**src/rtl/ram_arbiter.sv**
```systemverilog
// ram_arbiter: round-robin sharing of the single-port RAM command interface
// between two transaction masters, with read timeout reporting.
module ram_arbiter #(
  parameter int ADDR_SIZE = 8,
  parameter int TIMEOUT   = 16
) (
  input  logic                 clk,
  input  logic                 rst,
  input  logic                 req0,
  input  logic                 op0,
  input  logic [ADDR_SIZE-1:0] addr0,
  input  logic [ADDR_SIZE-1:0] wdata0,
  output logic                 ack0,
  output logic [ADDR_SIZE-1:0] rdata0,
  output logic                 err0,
  input  logic                 req1,
  input  logic                 op1,
  input  logic [ADDR_SIZE-1:0] addr1,
  input  logic [ADDR_SIZE-1:0] wdata1,
  output logic                 ack1,
  output logic [ADDR_SIZE-1:0] rdata1,
  output logic                 err1,
  output logic [ADDR_SIZE+1:0] ram_din,
  output logic                 ram_rx_valid,
  input  logic [ADDR_SIZE-1:0] ram_dout,
  input  logic                 ram_tx_valid,
  output logic                 busy
);

  localparam int TW = $clog2(TIMEOUT + 1);

  typedef enum logic [2:0] {
    S_IDLE,
    S_ADDR,
    S_DATA,
    S_WAIT,
    S_DONE
  } state_t;

  state_t               r_state;
  logic                 r_last;
  logic                 r_gnt;
  logic                 r_op;
  logic [ADDR_SIZE-1:0] r_wdata;
  logic [TW-1:0]        r_timer;
  logic [ADDR_SIZE+1:0] r_din;
  logic                 r_rx;
  logic                 r_ack0;
  logic                 r_ack1;
  logic                 r_err0;
  logic                 r_err1;
  logic [ADDR_SIZE-1:0] r_rdata0;
  logic [ADDR_SIZE-1:0] r_rdata1;
  logic                 r_busy;

  logic                 w_any;
  logic                 w_pick1;
  logic                 w_op;
  logic [ADDR_SIZE-1:0] w_addr;
  logic [ADDR_SIZE-1:0] w_wdata;
  logic                 w_tmo;

  // On contention the requester not served last wins.
  assign w_any   = req0 | req1;
  assign w_pick1 = req1 & (~req0 | ~r_last);
  assign w_op    = w_pick1 ? op1 : op0;
  assign w_addr  = w_pick1 ? addr1 : addr0;
  assign w_wdata = w_pick1 ? wdata1 : wdata0;
  assign w_tmo   = (r_timer == TW'(TIMEOUT - 1));

  always_ff @(posedge clk) begin
    if (rst) begin
      r_state  <= S_IDLE;
      r_last   <= 1'b1;
      r_gnt    <= 1'b0;
      r_op     <= 1'b0;
      r_wdata  <= '0;
      r_timer  <= '0;
      r_din    <= '0;
      r_rx     <= 1'b0;
      r_ack0   <= 1'b0;
      r_ack1   <= 1'b0;
      r_err0   <= 1'b0;
      r_err1   <= 1'b0;
      r_rdata0 <= '0;
      r_rdata1 <= '0;
      r_busy   <= 1'b0;
    end else begin
      unique case (r_state)
        S_IDLE: begin
          if (w_any) begin
            r_gnt   <= w_pick1;
            r_op    <= w_op;
            r_wdata <= w_wdata;
            r_din   <= {(w_op ? 2'b10 : 2'b00), w_addr};
            r_rx    <= 1'b1;
            r_busy  <= 1'b1;
            r_state <= S_ADDR;
          end
        end
        S_ADDR: begin
          r_din   <= r_op ? {2'b11, {ADDR_SIZE{1'b0}}}
                          : {2'b01, r_wdata};
          r_timer <= '0;
          r_state <= S_DATA;
        end
        S_DATA: begin
          r_rx  <= 1'b0;
          r_din <= '0;
          if (r_op) begin
            r_state <= S_WAIT;
          end else begin
            r_ack0  <= ~r_gnt;
            r_ack1  <= r_gnt;
            r_state <= S_DONE;
          end
        end
        S_WAIT: begin
          r_timer <= r_timer + 1'b1;
          if (ram_tx_valid || w_tmo) begin
            r_ack0  <= ~r_gnt;
            r_ack1  <= r_gnt;
            r_err0  <= ~ram_tx_valid & ~r_gnt;
            r_err1  <= ~ram_tx_valid & r_gnt;
            r_state <= S_DONE;
            if (r_gnt) r_rdata1 <= ram_tx_valid ? ram_dout : '0;
            else       r_rdata0 <= ram_tx_valid ? ram_dout : '0;
          end
        end
        S_DONE: begin
          r_ack0  <= 1'b0;
          r_ack1  <= 1'b0;
          r_err0  <= 1'b0;
          r_err1  <= 1'b0;
          r_busy  <= 1'b0;
          r_last  <= r_gnt;
          r_state <= S_IDLE;
        end
        default: r_state <= S_IDLE;
      endcase
    end
  end

  assign ram_din      = r_din;
  assign ram_rx_valid = r_rx;
  assign ack0         = r_ack0;
  assign ack1         = r_ack1;
  assign err0         = r_err0;
  assign err1         = r_err1;
  assign rdata0       = r_rdata0;
  assign rdata1       = r_rdata1;
  assign busy         = r_busy;

endmodule

```
**config.mk**
```make
export PLATFORM = sky130hd
export DESIGN_NAME = ram_arbiter
export DESIGN_NICKNAME = d
export VERILOG_FILES = /design/src/rtl/ram_arbiter.sv
export SDC_FILE = /design/constraint.sdc
export NUM_CORES = 1
export LEC_CHECK = 0
export CAP_MARGIN = 40
export CORE_MARGIN = 1.5
export CORE_UTILIZATION = 41
export DETAILED_ROUTE_END_ITERATION = 6
export HOLD_SLACK_MARGIN = 0.15
export PLACE_DENSITY = 0.76
export SLEW_MARGIN = 20
export SYNTH_ARGS = -nofsm -noshare
export SYNTH_HDL_FRONTEND = slang
export SYNTH_SLANG_ARGS = --single-unit
```
**constraint.sdc**
```tcl
create_clock -name clk -period 1.8 [get_ports clk]
set_input_delay 0.54 -clock clk [delete_from_list [all_inputs] [get_ports clk]]
set_output_delay 0.54 -clock clk [all_outputs]
set_load 0.005 [all_outputs]
```
==> metrics.txt <==
status=finished clean; first-pass GRT wire length=10.6 mm; synthesized flop and latch total=between 50 and 60; CP delay by family, top=compound AO/OA/AOI/OAI gates; row count=27; commonest non-fill, non-tap cells in the layout=clkdlybuf4s50_1, dfxtp_1, nor2_1, buf_4, a21oi_1; Post-Syn Nets=313; CP startpoint kind=register; commonest non-fill, non-tap cell in the layout=clkdlybuf4s50_1; Pint=1930 uW; Comb pwr share=28.3%; setup repair after global routing missed its margin=yes; Required @ worst endpoint=2.01 ns; Slowest-stage cell, CP=a2111oi_4; Antenna Cells=0; Design Power=between 2000 and 3000 uW; Post-synth EDFFs=0; CTS Root Cell=clkbuf_8; Tmin final=~1.8 ns; clock network fraction of design power=25.2%; first-pass detailed-route iteration total=4; slew margin rel.=64.2%; most used cell, CP=ha_4; gr usage total=21.9%; IO Pins=between 70 and 80; synthesized area=0.00234 mm2; hold crit path type=reg2reg; Vias per Instance=~5.3; Seq/Total Area, Yosys=43.7%; Die H=78.5 um; Final period util=97.8%; PD cells=between 700 and 800 mW/mm2; CTS tree=built; sequential share of power=between 40% and 50%; dpl hpwl=4.74 mm; via count=2316; Core Footprint=~0.0055 mm2; share of layout cells above drive strength 1=22.7%; initial antenna violation count=0; GR Util met1=between 20% and 30%; NumNets Final=between 400 and 500; antenna-violating nets left=0; Post-Place Worst Slack=-0.438 ns; initial cell density of the core=42.5%; clock slew at reported path FFs=0.11 ns; CP bufs+invs=0; switching power of the nets=858 uW; VDD IR max=0.000402 V; kind of critical path=reg2reg; Slew @ Worst Pin=roughly 0.54 ns; Post-Layout Inst Area=around 0.0036 mm2; initial DRC count=70; GRT overflow=0; CTS sink cnt=51; Syn. warnings=0; asr flop ratio synth=0%; clock skew=0.00932 ns; max-cap violations=0; prevailing post-synth register cell=dfxtp_1; final hold violations=0; Slew Viols, Final=0; Max stage delay on crit path=0.46 ns; met3 usage=~2.9%; grt met2 use=39.3%; CP endpoint kind=register; area post-placement=between 0.003 and 0.004 mm2; Skew-Pair Late Insertion Delay=~0.31 ns; vias in the first global route=roughly 2300; CP Cell Sequence=ha_4, and3_4, ha_4, nor2_4, a2111oi_4, mux2i_1, nor2_1; CTS Buffer Depth=2; Final Setup Violations=0; setup slack after layout=between 0.03 and 0.04 ns; die area=0.00617 mm2; synthesized instance count=264; CP Max Fanout=5; largest net degree at the start of global routing=36; Max Fclk=568 MHz; I/O Buffers=78; drt total wl=6.65 mm; Syn-to-layout area delta=55.4%; Pleak=0.00134 uW; GR peak layer=met2; WL/cell=15.2 um; CTS H-tree depth=2; Sw Ratio=30.7%; library cells used by synthesis=39; CTS buffer count=5; average cell area after synthesis=between 8 and 9 um2; die width=~79 um; crit path DAT=1.97 ns; DR DRC count=0; Final Wtd Congestion=0.821
## cells by family (layout without fill, tap and decap cells)
| group | count (synthesis) | count (layout) | share of synthesized area, % |
|---|---|---|---|
| AOI/OAI and AO/OA | 59 | 59 | 18.1 |
| xor gates and xnor gates | 1 | 1 | 0.696 |
| adders and majority gates | 2 | 2 | 1.07 |
| buffers and inverters | 23 | 125 | 5.30 |
| DFF | 51 | 51 | 43.7 |
| muxes | 20 | 20 | 8.99 |
| and+or+nand+nor | 108 | 108 | 22.2 |
## final timing paths
kind / start / depth (start not counted) / slack, ns / to
setup / recovery: r_timer[1]$_SDFFE_PP0P_ / 7 / 0.04 / ack0$_SDFFE_PP0P_
hold / removal: rdata0[0]$_SDFFE_PP0P_ / 2 / 0.46 / rdata0[0]$_SDFFE_PP0P_
setup reg to reg: r_timer[1]$_SDFFE_PP0P_ / 7 / 0.04 / ack0$_SDFFE_PP0P_
hold reg to reg: rdata0[0]$_SDFFE_PP0P_ / 2 / 0.46 / rdata0[0]$_SDFFE_PP0P_
## timing repair
action                     CTS  global route
setup endpoints to repair   19            34
hold endpoints to repair     0             0
setup buffers                1             3
pin swaps                    4            13
hold buffers                 0             0
resized for setup           13            21
## metal layers
metal  wire, um  up-vias
met2       3440       69
met1       2760     1088
met3        275       15
met4        172        0
li1           -     1144
met5          0        -
## power groups by stage
| stage | Sequential [uW] | Combinational, uW | Clock, uW |
|---|---|---|---|
| after floorplan | 1300 | 373 | 0 |
| after global placement | 1310 | 693 | 0 |
| after detailed placement | 1310 | 711 | 0 |
| after CTS | 1290 | 757 | 715 |
| after global routing | 1310 | 851 | 774 |
| final | 1300 | 790 | 704 |
## layout make-up
class	count	area, um2
clock buffer	5	68.8
clock inverter	3	28.8
fill	436	1870
inverter	5	18.8
multi-input combinational	190	1340
sequential	51	1020
tap	72	90.1
timing repair buffer	112	1060
## stage by stage
stage | hold WS [ns] | cells | TNS [ns] | utilization [%]
2_1_floorplan | 0.453 | 264 | 0 | -
3_3_place_gp | 0.444 | 426 | -7.82 | 60.7
3_5_place_dp | 0.447 | 426 | -9.22 | 60.7
4_1_cts | 0.462 | 435 | -0.0234 | 64.0
5_1_grt | 0.482 | 438 | -0.0257 | 66.0
6_report | 0.461 | 438 | 0 | 66.0
## synthesized netlist by cell type (all sizes together) (4+ instances only)
library cell | n | area share [%]
buf | 10 | 3.2
nand2 | 25 | 4.0
nand4 | 8 | 2.1
nor2 | 39 | 6.4
mux2 | 8 | 3.9
dfxtp | 51 | 44
clkbuf | 8 | 1.3
inv | 5 | 0.80
o21ai | 4 | 0.86
nor3 | 14 | 3.4
a211oi | 9 | 2.9
a221oi | 8 | 3.0
nand3 | 9 | 1.9
a21oi | 30 | 6.6
mux2i | 12 | 5.1
## state kept, by name, summed over array words and instances, names as in the netlist
| signal | flops |
|---|---|
| rdata0 | 8 |
| r_wdata | 8 |
| err1 | 1 |
| r_state | 3 |
| busy | 1 |
| ack0 | 1 |
| r_timer | 5 |
| err0 | 1 |
| ram_din | 10 |
| r_last | 1 |
| ram_rx_valid | 1 |
| r_gnt | 1 |
| ack1 | 1 |
| r_op | 1 |
| rdata1 | 8 |
## worst register-to-register path, stage by stage, from the launching register on
cell and delay (ns):
dfxtp_2 0.36, ha_4 0.14, and3_4 0.19, ha_4 0.15, nor2_4 0.06, a2111oi_4 0.46, mux2i_1 0.24, nor2_1 0.06
Power figures use the tool's default switching activity.
